**src/rtl/fb_count_sequencer.sv**
```systemverilog
// Window sequencer for a 16-bit feedback up/down counter: steers en/u_d from a strobed
// comparator stream, captures one result per window and optionally re-centres the counter.
module fb_count_sequencer #(
  parameter int WIDTH = 16,
  parameter int WIN_W = 10
) (
  input  logic             clk,
  input  logic             rst,
  input  logic             start,
  input  logic             stop,
  input  logic [WIN_W-1:0] win_len,
  input  logic             clear_each,
  input  logic             sample_en,
  input  logic             cmp_bit,
  input  logic [WIDTH-1:0] cnt_q,
  output logic             cnt_en,
  output logic             cnt_u_d,
  output logic             cnt_rstb,
  output logic [WIDTH-1:0] dout,
  output logic             dout_valid,
  input  logic             dout_ready,
  output logic             busy,
  output logic             sat,
  output logic             overrun
);

  typedef enum logic [2:0] {IDLE, INIT, RUN, CAPT, CLR} state_t;

  state_t           state_q, state_d;
  logic [WIN_W-1:0] len_q;
  logic [WIN_W-1:0] smp_cnt_q;
  logic             clear_q;
  logic             cnt_rstb_q;
  logic [WIDTH-1:0] dout_q;
  logic             valid_q;
  logic             sat_q;
  logic             ovr_q;

  logic             block;
  logic             strobe_run;
  logic             last_smp;
  logic             blind_strobe;
  logic [WIN_W-1:0] len_eff;

  always_comb begin
    block        = (cmp_bit & (&cnt_q)) | (~cmp_bit & ~(|cnt_q));
    strobe_run   = (state_q == RUN) & sample_en;
    blind_strobe = ((state_q == CAPT) | (state_q == CLR)) & sample_en;
    len_eff      = (len_q == '0) ? WIN_W'(1) : len_q;
    last_smp     = (smp_cnt_q + WIN_W'(1)) == len_eff;
  end

  always_comb begin
    state_d = state_q;
    if (start) begin
      state_d = INIT;
    end else if (stop) begin
      state_d = IDLE;
    end else begin
      case (state_q)
        INIT:    state_d = RUN;
        RUN:     if (sample_en && last_smp) state_d = CAPT;
        CAPT:    state_d = clear_q ? CLR : RUN;
        CLR:     state_d = RUN;
        default: state_d = state_q;
      endcase
    end
  end

  // cnt_rstb is decoded from the next state so it leaves a flop and never glitches.
  always_ff @(posedge clk or posedge rst) begin
    if (rst) begin
      state_q    <= IDLE;
      cnt_rstb_q <= 1'b0;
      len_q      <= '0;
      clear_q    <= 1'b0;
      smp_cnt_q  <= '0;
      dout_q     <= '0;
      valid_q    <= 1'b0;
      sat_q      <= 1'b0;
      ovr_q      <= 1'b0;
    end else begin
      state_q    <= state_d;
      cnt_rstb_q <= ~((state_d == INIT) | (state_d == CLR));
      if (start) begin
        len_q   <= win_len;
        clear_q <= clear_each;
      end
      if (start || stop) begin
        smp_cnt_q <= '0;
      end else if (strobe_run) begin
        smp_cnt_q <= last_smp ? '0 : smp_cnt_q + WIN_W'(1);
      end
      if (state_q == CAPT) begin
        dout_q  <= cnt_q;
        valid_q <= 1'b1;
      end else if (dout_ready) begin
        valid_q <= 1'b0;
      end
      if (state_q == INIT) begin
        sat_q <= 1'b0;
        ovr_q <= 1'b0;
      end else begin
        if (strobe_run && block) sat_q <= 1'b1;
        if ((state_q == CAPT && valid_q && !dout_ready) || blind_strobe) ovr_q <= 1'b1;
      end
    end
  end

  assign cnt_en     = strobe_run & ~block;
  assign cnt_u_d    = cmp_bit;
  assign cnt_rstb   = cnt_rstb_q;
  assign dout       = dout_q;
  assign dout_valid = valid_q;
  assign busy       = (state_q != IDLE);
  assign sat        = sat_q;
  assign overrun    = ovr_q;

endmodule

```
**config.mk**
```make
export PLATFORM = sky130hd
export DESIGN_NAME = fb_count_sequencer
export DESIGN_NICKNAME = d
export VERILOG_FILES = /design/src/rtl/fb_count_sequencer.sv
export SDC_FILE = /design/constraint.sdc
export NUM_CORES = 1
export LEC_CHECK = 0
export ABC_AREA = 0
export BUFFER_PORTS_ARGS = -buffer_cell sky130_fd_sc_hd__buf_2
export CORE_MARGIN = 2
export CORE_UTILIZATION = 25
export CTS_CLUSTER_SIZE = 24
export DETAILED_ROUTE_END_ITERATION = 16
export GPL_TIMING_DRIVEN = 0
export PLACE_DENSITY_LB_ADDON = 0.25
export SLEW_MARGIN = 20
export SYNTH_ARGS = -nofsm -noshare
export SYNTH_HDL_FRONTEND = slang
export SYNTH_SLANG_ARGS = --single-unit
```
**constraint.sdc**
```tcl
create_clock -name clk -period 3.5 [get_ports clk]
set_clock_uncertainty 0.2 [all_clocks]
set_input_delay 0.525 -clock clk [delete_from_list [all_inputs] [get_ports clk]]
set_output_delay 0.525 -clock clk [all_outputs]
set_load 0.1 [all_outputs]
```
# [Word-level counts from Yosys, hierarchy flattened]
# Cells that the tools add are included.
[word_totals] register_bits=44 wordCells=60 mem_count=0 latch_bits=0 out_inout_bits=23 input_bits=34 ramBits=0 rom_bits=0
[classes] n_div=0 n_eq_ne=7 multipliers=0 magnitude_cmp=0 reduce_logical=16 n_mux=15 addsub=1 shifts=0 bitwise_logic=12
[ops] operator="$mux W10" count=4
[ops] operator="$reduce_and A16 Y1" count=1
[ops] operator="$reduce_or A16 Y1" count=1
[ops] operator="$mux W3" count=4
[ops] operator="$add A10 B1 Y10 const B" count=1
[ops] operator="$eq A10 B10 Y1" count=1
[ops] operator="$logic_not A10 Y1" count=1
[ops] operator="$pmux W3 S3" count=1
[ops] operator="$reduce_bool A2 Y1" count=4
[ops] operator="$eq A3 B1 Y1 const B" count=2
[ops] operator="$eq A3 B2 Y1 const B" count=2
[ops] operator="$eq A3 B3 Y1 const B" count=2
[ops] operator="$mux W1" count=6
[ops] operator="$and A1 B1 Y1" count=5
[ops] operator="$logic_and A1 B1 Y1" count=4
[ops] operator="$not A1 Y1" count=4
[ops] operator="$or A1 B1 Y1" count=3
[ops] operator="$reduce_bool A3 Y1" count=1
[ops] operator="$logic_or A1 B1 Y1" count=2
[ops] operator="$reduce_or A2 Y1" count=1
[ops] operator="$logic_not A1 Y1" count=1

# [Logic depth before layout (Yosys ltp)]
# Gate-level depths: netlist (run 1).
[depth] depth_word=11 mapped_depth=9 mapped_depth_nobuf=8

# [Worst setup path after synthesis (run 1)]
# No wires, ideal clock.
[synth_timing] kind="register -> output" from="reg state_q[0]" to="out cnt_en" arrival_time_ns=2.500 required_time_ns=2.775 path_stages_with_launch=5 setup_slack_ns=0.275 path_buffers=2 path_cell_list="dfrtp_1 -> clkbuf_1 -> or4b_1 -> clkbuf_1 -> nor2_1"
[synth_between] elab_chain_cells=3
[synth_lines] item="from (decl)" line="29" source="state_t state_q, state_d;"
[synth_lines] item="from (signal assigned)" line="83" source="state_q <= state_d;"
[synth_lines] item="$eq A3 B2 Y1" line="47" source="strobe_run = (state_q == RUN) & sample_en;"
[synth_lines] item="$and A1 B1 Y1" line="47"
[synth_lines] item="$and A1 B1 Y1" line="110" source="assign cnt_en = strobe_run & ~block;"
[synth_lines] item="to (decl)" line="16" source="output logic cnt_en,"
# No other way between the ends.

# [Worst setup path in the final report (run 1)]
# Ends and elaborated chain as after synthesis.

==> impl_metrics.json, run 1 <==
{
  "syn_avg_cell_area_um2": 10.94,
  "finalMaxSlewViolations": 0,
  "multi_input_area_mm2": 0.001191,
  "die_area_mm2": 0.01034,
  "dp_hpwl_um": 4209,
  "synth-edff-count": 0,
  "p_leak_uw": 0.001247,
  "critical-path-top-delay-family": "buffers and inverters",
  "switching_share_pct": 42.97,
  "worstPathMaxFanout": 9,
  "setup.worst_path.end_class": "output pin",
  "num_antenna_cells": 0,
  "final.period_utilization_pct": 83.91,
  "power_frac_clock_pct": 25.9,
  "critical_path_arrival_ns": 2.21,
  "route.detailed.wl_per_inst_um": 13.15,
  "total_switching_power_uw": 693.3,
  "postLayoutSetupSlackWorst_ns": 0.5630,
  "async_reset_ff_share_pct": 100.0,
  "nFillCells": 991,
  "dp_slack_ns": 0.7550,
  "seq_area_frac_synth_pct": 46.17,
  "antenna_found_initial": 0,
  "hold_viol_final": 0,
  "first_global_vias": 1879,
  "die-height_um": 101.7,
  "synthesis.nets": 253,
  "grt_start_max_net_pins": 31,
  "max-slew-margin-rel_pct": 58.24,
  "boundaryPins": 57,
  "cts.reportedPaths.clkPinSlew_ns": 0.09,
  "maxCapViolations": 0,
  "grt_first_pass_wirelength_um": 9515,
  "synth_largest_area_cell": "sky130_fd_sc_hd__dfrtp_1",
  "setup_viol_count_final": 0,
  "clk_latency_ns": 0.30,
  "fmaxAchievable_mhz": 340.5,
  "cell_depth_of_the_worst_setup_path": 5,
  "portBuffers": 56,
  "ys_seq_elements": 44,
  "reg2reg_setup_slack_ns": 0.74,
  "nets": 318,
  "layout_cells_sized_above_1_pct": 38.73,
  "tightestPinTransition_ns": 0.6248,
  "max_stage_delay_ns": 0.53,
  "drt_pre_antenna_iters": 5,
  "ctsRootBufferMaster": "sky130_fd_sc_hd__clkbuf_8",
  "clk_path_buf_depth": 2,
  "synth_ff_type": "sky130_fd_sc_hd__dfrtp_1",
  "start_kind": "flip-flop",
  "utilization_pct": 32.23,
  "setup_tns_ns": 0,
  "worst_path_most_repeated_cell": "sky130_fd_sc_hd__clkbuf_1",
  "post_cts_gate_resize_count": 0,
  "setup_repair_after_global_routing_missed_its_margin": "no",
  "ir_worst_vdd_mv": 0.2960,
  "flow.area_growth_from_synthesis_pct": 24.87,
  "comb_power_share_pct": 36.3,
  "synthesis.yosys.warnings": 0,
  "synthesis.instances": 218,
  "tritoncts_num_sinks": 44,
  "critical_path_buf_inv_count": 3,
  "tightest_hold_check_type": "input port to flip-flop",
  "timing.hold.worst_path_depth": 2,
  "core-area_mm2": 0.009240,
  "critical_path.reg2reg.startpoint": "smp_cnt_q[1]",
  "avgViaCountPerCell": 4.632,
  "synth_cell_types": 48,
  "internal_power_uw": 920.2,
  "rr_worst_depth": 9,
  "run_status": "finished, final reports clean",
  "timing.critical_path.cells": "clkbuf_1, or4b_1, clkbuf_1, nor2_1, buf_2",
  "path_class": "flip-flop to output pin",
  "num_vias": 1913,
  "synth_top_area_share_pct": 46.17,
  "drt.antenna.violating_nets": 0,
  "cts-buffers-inserted": 5,
  "initial_core_util_pct": 25.81,
  "tritoncts_clock_tree": "done",
  "first_drt_iteration_drcs": 51,
  "synth.cell_area_mm2": 0.002385,
  "r2r-end": "smp_cnt_q[4]",
  "power_frac_seq_pct": 37.7,
  "synth.area.top_cells": "sky130_fd_sc_hd__dfrtp_1, sky130_fd_sc_hd__mux2_2, sky130_fd_sc_hd__mux2_1, sky130_fd_sc_hd__nand2_1, sky130_fd_sc_hd__nand4_1",
  "gr-total-overflow": 0,
  "worst-endpoint-required_ns": 2.77,
  "global_route.usage.total_pct": 11.63,
  "seqCellArea_mm2": 0.001101,
  "row_count": 35,
  "timing.final.crit_period_ns": 2.937,
  "powerDensity_mw_per_mm2": 541.8,
  "die_x_um": 101.7,
  "hold-path-endpoint": "len_q[5]",
  "routed_wirelength_um": 5433,
  "gp_congestion": 0.8122,
  "crit_slowest_cell": "sky130_fd_sc_hd__or4b_1",
  "htree_num_levels": 2,
  "hp-start": "win_len[5]",
  "drc_errors": 0
}
[logic make-up (layout without fill, tap and decap cells)]
kind of cell	after synthesis	count (layout)	share of synthesized area [%]
compound gates	26	26	8.709
simple gates	86	86	22.04
mux	29	29	13.59
flops	44	44	46.17
buf+inv	19	85	3.882
fa+ha+maj	1	1	0.5246
xor+xnor	13	13	5.089
[power by group through the flow]
| stage | Sequential, µW | Clock, µW | Combinational (µW) |
|---|---|---|---|
| 3_3_place_gp | 616 | 0 | 585 |
| 5_1_grt | 619 | 452 | 611 |
| 2_1_floorplan | 973 | 0 | 120 |
| 4_1_cts | 609 | 432 | 591 |
| 3_5_place_dp | 619 | 0 | 589 |
| 6_report | 609 | 418 | 586 |
[sequential cells by signal, indices dropped and copies added (netlist names)]
| name | count |
|---|---|
| clear_q | 1 |
| cnt_rstb | 1 |
| dout | 16 |
| dout_valid | 1 |
| len_q | 10 |
| overrun | 1 |
| sat | 1 |
| smp_cnt_q | 10 |
| state_q | 3 |
[worst max path at each step]
stage | from | endpoint
after floorplan | state_q[0] | cnt_en
after global placement | smp_cnt_q[1] | smp_cnt_q[8]
after detailed placement | smp_cnt_q[1] | smp_cnt_q[8]
after CTS | state_q[0] | cnt_en
after global routing | state_q[0] | cnt_en
final | state_q[0] | cnt_en
[final cells by class]
| cell class | instances | share of cell area [%] |
|---|---|---|
| clock buffers | 6 | 2.773 |
| well taps | 129 | 5.420 |
| plain buffers | 14 | 2.479 |
| repair buffers | 58 | 10.42 |
| flip-flops and latches | 44 | 36.97 |
| inverters | 5 | 0.6303 |
| multi-input cells | 155 | 40.00 |
| clock inverters | 2 | 1.303 |
[synth_stat cells, types with 2 or more instances]
cell,number
sky130_fd_sc_hd__mux2_2,19
sky130_fd_sc_hd__mux2i_1,2
sky130_fd_sc_hd__nor4_1,6
sky130_fd_sc_hd__nor3_1,8
sky130_fd_sc_hd__o311ai_2,3
sky130_fd_sc_hd__buf_2,5
sky130_fd_sc_hd__nand2_2,2
sky130_fd_sc_hd__buf_4,2
sky130_fd_sc_hd__nor2b_1,2
sky130_fd_sc_hd__nand3_1,11
sky130_fd_sc_hd__o311ai_1,2
sky130_fd_sc_hd__a31oi_1,5
sky130_fd_sc_hd__clkbuf_1,6
sky130_fd_sc_hd__nand4_1,9
sky130_fd_sc_hd__xor2_1,6
sky130_fd_sc_hd__nand2b_1,4
sky130_fd_sc_hd__o211ai_1,3
sky130_fd_sc_hd__dfrtp_1,44
sky130_fd_sc_hd__inv_1,4
sky130_fd_sc_hd__a21oi_1,8
sky130_fd_sc_hd__nand2_1,16
sky130_fd_sc_hd__nor2_1,10
sky130_fd_sc_hd__mux2_1,8
sky130_fd_sc_hd__xnor2_1,6
sky130_fd_sc_hd__nor3b_1,4
[stage by stage]
step / instances / instance area (µm²) / power, µW / hold WS (ns)
3_3_place_gp: 403 / 2826 / 1200 / 0.2722
4_1_cts: 413 / 2978 / 1631 / 0.2460
3_5_place_dp: 404 / 2846 / 1208 / 0.2813
5_1_grt: 413 / 2978 / 1682 / 0.2471
6_report: 413 / 2978 / 1613 / 0.2491
2_1_floorplan: 218 / 2385 / 1094 / 0.2738
[placed cells by master (no fill, tap or decap), types with 8 or more instances in the layout]
| cell type | count |
|---|---|
| sky130_fd_sc_hd__nor3_1 | 8 |
| sky130_fd_sc_hd__dfrtp_1 | 44 |
| sky130_fd_sc_hd__buf_2 | 61 |
| sky130_fd_sc_hd__mux2_2 | 19 |
| sky130_fd_sc_hd__nand3_1 | 11 |
| sky130_fd_sc_hd__nand2_1 | 16 |
| sky130_fd_sc_hd__nand4_1 | 9 |
| sky130_fd_sc_hd__a21oi_1 | 8 |
| sky130_fd_sc_hd__nor2_1 | 10 |
| sky130_fd_sc_hd__mux2_1 | 8 |
[timing repair]
item | 4_1_cts | 5_1_grt
hold buffers | 1 | 0
hold endpoints to repair | 14 | 0
setup buffers | 0 | 0
[per-layer routing]
metal  vias up  GRT usage [%]  share of wire (%)
li1        923              -                  -
met1       932          15.45                 46
met2        49          19.23                 48
met3         9          1.725                3.5
met4         0          4.158                2.0
met5         -              0                  0
Note: power is estimated with default switching activity, not from simulation.
==> run 2, diff against run 1 <==
==> constraint.sdc (replaced) <==
create_clock -name clk -period 2.9 [get_ports clk]
set_clock_uncertainty 0.2 [all_clocks]
set_input_delay 0.435 -clock clk [delete_from_list [all_inputs] [get_ports clk]]
set_output_delay 0.435 -clock clk [all_outputs]
set_load 0.1 [all_outputs]
==> impl_metrics.json, run 2 (same netlist as run 1, synthesis figures left out) <==
{
  "hold-path-endpoint": "clear_q",
  "hp-start": "clear_each",
  "boundaryPins": 57,
  "row_count": 35,
  "fmaxAchievable_mhz": 365.2,
  "portBuffers": 56,
  "drt_pre_antenna_iters": 4,
  "nets": 318,
  "setup_viol_count_final": 0,
  "dp_slack_ns": 0.08668,
  "path_class": "flip-flop to output pin",
  "num_antenna_cells": 0,
  "timing.hold.worst_path_depth": 2,
  "first_drt_iteration_drcs": 70,
  "tightestPinTransition_ns": 0.6231,
  "cts-buffers-inserted": 5,
  "hold_viol_final": 0,
  "setup.worst_path.end_class": "output pin",
  "clk_path_buf_depth": 2,
  "die_area_mm2": 0.01034,
  "r2r-end": "smp_cnt_q[8]",
  "powerDensity_mw_per_mm2": 618.4,
  "tritoncts_clock_tree": "done",
  "rr_worst_depth": 9,
  "max-slew-margin-rel_pct": 58.46,
  "die_x_um": 101.7,
  "setup_tns_ns": 0,
  "initial_core_util_pct": 25.81,
  "number_of_flip_flops_under_the_largest_register_name": 16,
  "tritoncts_num_sinks": 44,
  "timing.final.crit_period_ns": 2.738,
  "avgViaCountPerCell": 4.534,
  "final_cell_mix": "sky130_fd_sc_hd__buf_2, sky130_fd_sc_hd__dfrtp_1, sky130_fd_sc_hd__mux2_2, sky130_fd_sc_hd__nand2_1, sky130_fd_sc_hd__nand3_1",
  "nFillCells": 990,
  "run_status": "finished, final reports clean",
  "global_route.usage.total_pct": 11.86,
  "first_global_vias": 1870,
  "critical_path.reg2reg.startpoint": "smp_cnt_q[1]",
  "p_leak_uw": 0.001221,
  "antenna_found_initial": 0,
  "critical_path_arrival_ns": 2.10,
  "ctsRootBufferMaster": "sky130_fd_sc_hd__clkbuf_8",
  "drt.antenna.violating_nets": 0,
  "gr-total-overflow": 0,
  "postCtsSetupBuffers": 0,
  "postLayoutSetupSlackWorst_ns": 0.1617,
  "flow.area_growth_from_synthesis_pct": 23.50,
  "core-area_mm2": 0.009240,
  "most_common_cell_after_layout_fill_and_taps_aside": "sky130_fd_sc_hd__buf_2",
  "layout_cells_sized_above_1_pct": 39.22,
  "htree_num_levels": 2,
  "final.period_utilization_pct": 94.42,
  "tightest_hold_check_type": "input port to flip-flop",
  "setup_repair_after_global_routing_missed_its_margin": "no",
  "finalMaxSlewViolations": 0,
  "ir_worst_vdd_mv": 0.3566,
  "reg2reg_setup_slack_ns": 0.28,
  "routed_wirelength_um": 5670,
  "worstPathMaxFanout": 9,
  "maxCapViolations": 0,
  "cts.reportedPaths.clkPinSlew_ns": 0.09,
  "grt_first_pass_wirelength_um": 9584,
  "dp_hpwl_um": 4419,
  "gp_congestion": 0.7445,
  "clk_latency_ns": 0.30,
  "worst-endpoint-required_ns": 2.27,
  "start_kind": "flip-flop",
  "grt_start_max_net_pins": 25,
  "drc_errors": 0,
  "num_vias": 1868,
  "die-height_um": 101.7,
  "route.detailed.wl_per_inst_um": 13.76
}
[run 2: cell count changes in the layout (fill, tap and decap cells not counted), sizes merged]
cell	before	now
clkbuf	12	11
bufinv	1	0
clkinvlp	0	1
[run 2: where the power goes]
| group | leakage, µW | switching, µW | total, µW | internal, µW |
|---|---|---|---|---|
| clock | 0.0000400 | 217 | 380 | 163 |
| sequential | 0.000547 | 43.5 | 732 | 688 |
| combinational | 0.000635 | 569 | 709 | 140 |
| total | 0.00122 | 829 | 1820 | 992 |
[run 2: worst max-delay path by stage]
stage / slack (ns) / from / cells after the start / to
after floorplan: 0.22 / state_q[0] / 4 / cnt_en
after global placement: 0.09 / smp_cnt_q[1] / 9 / smp_cnt_q[8]
after detailed placement: 0.09 / smp_cnt_q[1] / 9 / smp_cnt_q[8]
after CTS: 0.01 / state_q[0] / 5 / cnt_en
after global routing: 0.03 / state_q[0] / 5 / cnt_en
final: 0.16 / state_q[0] / 5 / cnt_en
[run 2: cell type report]
cell class | count | area (µm²) | share of cell area, %
multi-input cells | 155 | 1196 | 40.61
plain buffers | 14 | 73.82 | 2.506
clock inverters | 2 | 12.51 | 0.4248
well taps | 129 | 161.4 | 5.480
flip-flops and latches | 44 | 1101 | 37.38
inverters | 5 | 18.77 | 0.6372
repair buffers | 58 | 312.8 | 10.62
clock buffers | 5 | 68.82 | 2.336
[run 2: repair_timing]
item,4_1_cts,5_1_grt
endpoints found under the hold margin,20,0
resized for setup,0,3
setup endpoints to repair,0,12
hold buffers,1,0
[run 2: worst max-delay path, cell delays in order, from the launching register on]
cell	delay (ns)
sky130_fd_sc_hd__dfrtp_1	0.36
sky130_fd_sc_hd__clkbuf_1	0.19
sky130_fd_sc_hd__or4b_1	0.53
sky130_fd_sc_hd__clkbuf_1	0.27
sky130_fd_sc_hd__nor2_2	0.14
sky130_fd_sc_hd__buf_4	0.30
[run 2: routing by layer]
layer	share of wire, %	routed length [µm]	vias up	global-route usage, %
met2	50	2822	29	19.38
met1	46	2626	915	16.00
met3	2.9	162	4	1.794
met5	0	0	-	0
li1	-	-	920	-
met4	1.1	60	0	4.054
[run 2: metrics by stage]
stage                     instances  hold slack, ns  utilization, %  power (µW)  instance area (µm²)
final                           412          0.1594           31.88        1821                 2945
after global routing            412          0.1562           31.88        1903                 2945
after CTS                       412          0.1513           31.82        1850                 2940
after detailed placement        404          0.2754           30.83        1459                 2849
after global placement          403          0.2717           30.62        1449                 2829
after floorplan                 218          0.2738               -        1320                 2387
==> run 3, diff against run 2 <==
--- a/config.mk
+++ b/config.mk
@@ -5,7 +5,7 @@
 export SDC_FILE = /design/constraint.sdc
 export NUM_CORES = 1
 export LEC_CHECK = 0
-export ABC_AREA = 0
+export ABC_AREA = 1
 export BUFFER_PORTS_ARGS = -buffer_cell sky130_fd_sc_hd__buf_2
 export CORE_MARGIN = 2
 export CORE_UTILIZATION = 25
@@ -13,6 +13,7 @@
 export DETAILED_ROUTE_END_ITERATION = 16
 export GPL_TIMING_DRIVEN = 0
 export PLACE_DENSITY_LB_ADDON = 0.25
+export SETUP_SLACK_MARGIN = 0.15
 export SLEW_MARGIN = 20
 export SYNTH_ARGS = -nofsm -noshare
 export SYNTH_HDL_FRONTEND = slang
==> constraint.sdc (replaced) <==
create_clock -name clk -period 3.05 [get_ports clk]
set_clock_uncertainty 0.2 [all_clocks]
set_input_delay 0.4575 -clock clk [delete_from_list [all_inputs] [get_ports clk]]
set_output_delay 0.4575 -clock clk [all_outputs]
set_load 0.1 [all_outputs]
==> impl_metrics.json, run 3 <==
{
  "run_status": "finished, final reports clean",
  "async_reset_ff_share_pct": 100.0,
  "die_area_mm2": 0.01015,
  "ctsRootBufferMaster": "sky130_fd_sc_hd__clkbuf_8",
  "post_synth_mux_area_share_pct": 0,
  "maxCapViolations": 0,
  "global_route.usage.total_pct": 13.11,
  "boundaryPins": 57,
  "synth_adder_area_share_pct": 0.5345,
  "powerDensity_mw_per_mm2": 630.3,
  "timing.critical_path.cells": "inv_1, nand2_1, nor2_1, nand2_1, nor2_1, buf_2",
  "comb_power_share_pct": 41.2,
  "drc_errors": 0,
  "synth.cell_area_mm2": 0.002341,
  "routed_wirelength_um": 6082,
  "synthesis.yosys.warnings": 0,
  "rr_worst_depth": 12,
  "first_global_vias": 2252,
  "worst-endpoint-required_ns": 2.39,
  "switching_share_pct": 48.54,
  "layout_cells_sized_above_1_pct": 20.62,
  "fmaxAchievable_mhz": 418.6,
  "num_vias": 2261,
  "gp_congestion": 0.8188,
  "synth-simple-area-share_pct": 36.93,
  "synth.area.top_cells": "sky130_fd_sc_hd__dfrtp_1, sky130_fd_sc_hd__nand2_1, sky130_fd_sc_hd__inv_1, sky130_fd_sc_hd__nand3_1, sky130_fd_sc_hd__o21ai_0",
  "synth_xor_xnor_area_share_pct": 0.3741,
  "worstPathMaxFanout": 6,
  "power_frac_seq_pct": 38.9,
  "r2r-end": "smp_cnt_q[8]",
  "drt.antenna.violating_nets": 0,
  "hold_viol_final": 0,
  "crit_slowest_cell": "sky130_fd_sc_hd__buf_2",
  "synth_top_area_share_pct": 47.03,
  "setup_tns_ns": 0,
  "p_leak_uw": 0.001500,
  "setup_viol_count_final": 0,
  "tightestPinTransition_ns": 0.5544,
  "avgViaCountPerCell": 4.531,
  "drt_pre_antenna_iters": 5,
  "max-slew-margin-rel_pct": 62.90,
  "hp-start": "win_len[1]",
  "dp_hpwl_um": 4655,
  "route.detailed.wl_per_inst_um": 12.19,
  "num_antenna_cells": 0,
  "final.period_utilization_pct": 78.33,
  "synth_top_family_by_area": "simple AND/OR/NAND/NOR gates",
  "nets": 423,
  "synth_cell_types": 24,
  "synth_largest_area_cell": "sky130_fd_sc_hd__dfrtp_1",
  "most_common_cell_after_layout_fill_and_taps_aside": "sky130_fd_sc_hd__nand2_1",
  "setup_repair_after_global_routing_missed_its_margin": "no",
  "post_cts_gate_resize_count": 0,
  "cts.reportedPaths.clkPinSlew_ns": 0.08,
  "hold-path-endpoint": "len_q[1]",
  "die_x_um": 100.8,
  "core-area_mm2": 0.009153,
  "synthMostInstantiatedCell": "sky130_fd_sc_hd__nand2_1",
  "finalMaxSlewViolations": 0,
  "clk_latency_ns": 0.30,
  "synthesis.nets": 358,
  "initial_core_util_pct": 25.58,
  "nFillCells": 969,
  "detailed_place.area_mm2": 0.002780,
  "finished_cell_area_mm2": 0.002872,
  "gr-total-overflow": 0,
  "tritoncts_clock_tree": "done",
  "die-height_um": 100.8,
  "dp_slack_ns": 0.6536,
  "number_of_flip_flops_under_the_largest_register_name": 16,
  "synthesis.instances": 323,
  "grt_start_max_net_pins": 26,
  "reg2reg_setup_slack_ns": 0.78,
  "tritoncts_num_sinks": 44,
  "clk_path_buf_depth": 2,
  "cts-buffers-inserted": 5,
  "p_total_uw": 1810,
  "power_frac_clock_pct": 19.9,
  "antenna_found_initial": 0,
  "ir_worst_vdd_mv": 0.2654,
  "final_cell_mix": "sky130_fd_sc_hd__nand2_1, sky130_fd_sc_hd__buf_2, sky130_fd_sc_hd__dfrtp_1, sky130_fd_sc_hd__inv_1, sky130_fd_sc_hd__nand3_1",
  "synth_top_cells_by_count": "sky130_fd_sc_hd__nand2_1, sky130_fd_sc_hd__dfrtp_1, sky130_fd_sc_hd__inv_1",
  "portBuffers": 56,
  "synth_compound_area_share_pct": 6.948,
  "tightest_hold_check_type": "input port to flip-flop",
  "syn_avg_cell_area_um2": 7.248,
  "synth-edff-count": 0,
  "start_kind": "flip-flop",
  "first_drt_iteration_drcs": 77,
  "internal_power_uw": 931.3,
  "postLayoutSetupSlackWorst_ns": 0.6610,
  "setup.worst_path.end_class": "output pin",
  "seq_area_frac_synth_pct": 47.03,
  "timing.final.crit_period_ns": 2.389,
  "path_class": "flip-flop to output pin",
  "grt_first_pass_wirelength_um": 10580,
  "max_stage_delay_ns": 0.44,
  "ys_seq_elements": 44,
  "timing.hold.worst_path_depth": 3,
  "flow.area_growth_from_synthesis_pct": 22.66,
  "critical_path_arrival_ns": 1.73,
  "total_switching_power_uw": 878.5,
  "htree_num_levels": 2,
  "synth_ff_type": "sky130_fd_sc_hd__dfrtp_1",
  "row_count": 35,
  "critical_path.reg2reg.startpoint": "smp_cnt_q[0]"
}
## run 3: how the worst max path moves through the flow
| stage | startpoint | end | slack [ns] | cells after the start |
|---|---|---|---|---|
| after floorplan | state_q[2] | cnt_en | 0.39 | 5 |
| after global placement | rst | len_q[2] | 0.63 | 2 |
| after detailed placement | cnt_q[8] | cnt_en | 0.65 | 6 |
| after CTS | state_q[2] | cnt_en | 0.63 | 6 |
| after global routing | state_q[2] | cnt_en | 0.49 | 6 |
| final | state_q[2] | cnt_en | 0.66 | 6 |
## run 3: repair_timing
action | in CTS | in global routing
endpoints found under the hold margin | 19 | 0
hold buffers | 1 | 0
buffers inserted | 0 | 0
## run 3: per-layer routing
layer  track usage [%]  vias up  part of all wire, %  wire length, µm
li1                  -     1161                    -                -
met1             17.40     1046                   48             2900
met2             21.74       46                   47             2833
met3             2.427        8                  4.3              261
met4             3.899        0                  1.4               87
met5                 0        -                    0                0
## run 3: worst max-delay path: cells and delay by family (launching register included)
kind / cells / cell delay (ns)
AND/OR/NAND/NOR: 4 / 0.49
buffers and inverters: 2 / 0.53
flip-flops: 1 / 0.42
## run 3: cell families (layout without fill, tap and decap cells)
group	count (synthesis)	after routing
buf+inv	50	115
fa+ha+maj	1	1
simple gates	197	197
flops	44	44
xor+xnor	1	1
compound gates	30	30
## run 3: metrics by stage
step                cells  hold WS [ns]  util (%)
floorplan             323        0.2422         -
global placement      490        0.2523     30.16
detailed placement    491        0.2530     30.38
CTS                   499        0.1435     31.37
global route          499        0.1499     31.37
finish                499        0.1515     31.37
## run 3: power groups by stage
stage | clock (µW) | combinational, µW | sequential (µW)
finish | 360 | 745 | 704
global route | 408 | 787 | 714
CTS | 377 | 753 | 704
detailed placement | 0 | 751 | 715
global placement | 0 | 746 | 715
floorplan | 0 | 139 | 1180
## run 3: layout make-up
cell class,count,area (µm²),share of cell area (%)
Sequential cell,44,1101,38.34
Clock buffer,5,68.82,2.397
Multi-Input combinational cell,229,1049,36.51
Tap cell,111,138.9,4.837
Timing Repair Buffer,58,310.3,10.81
Buffer,5,22.52,0.7843
Inverter,45,168.9,5.882
Clock inverter,2,12.51,0.4357
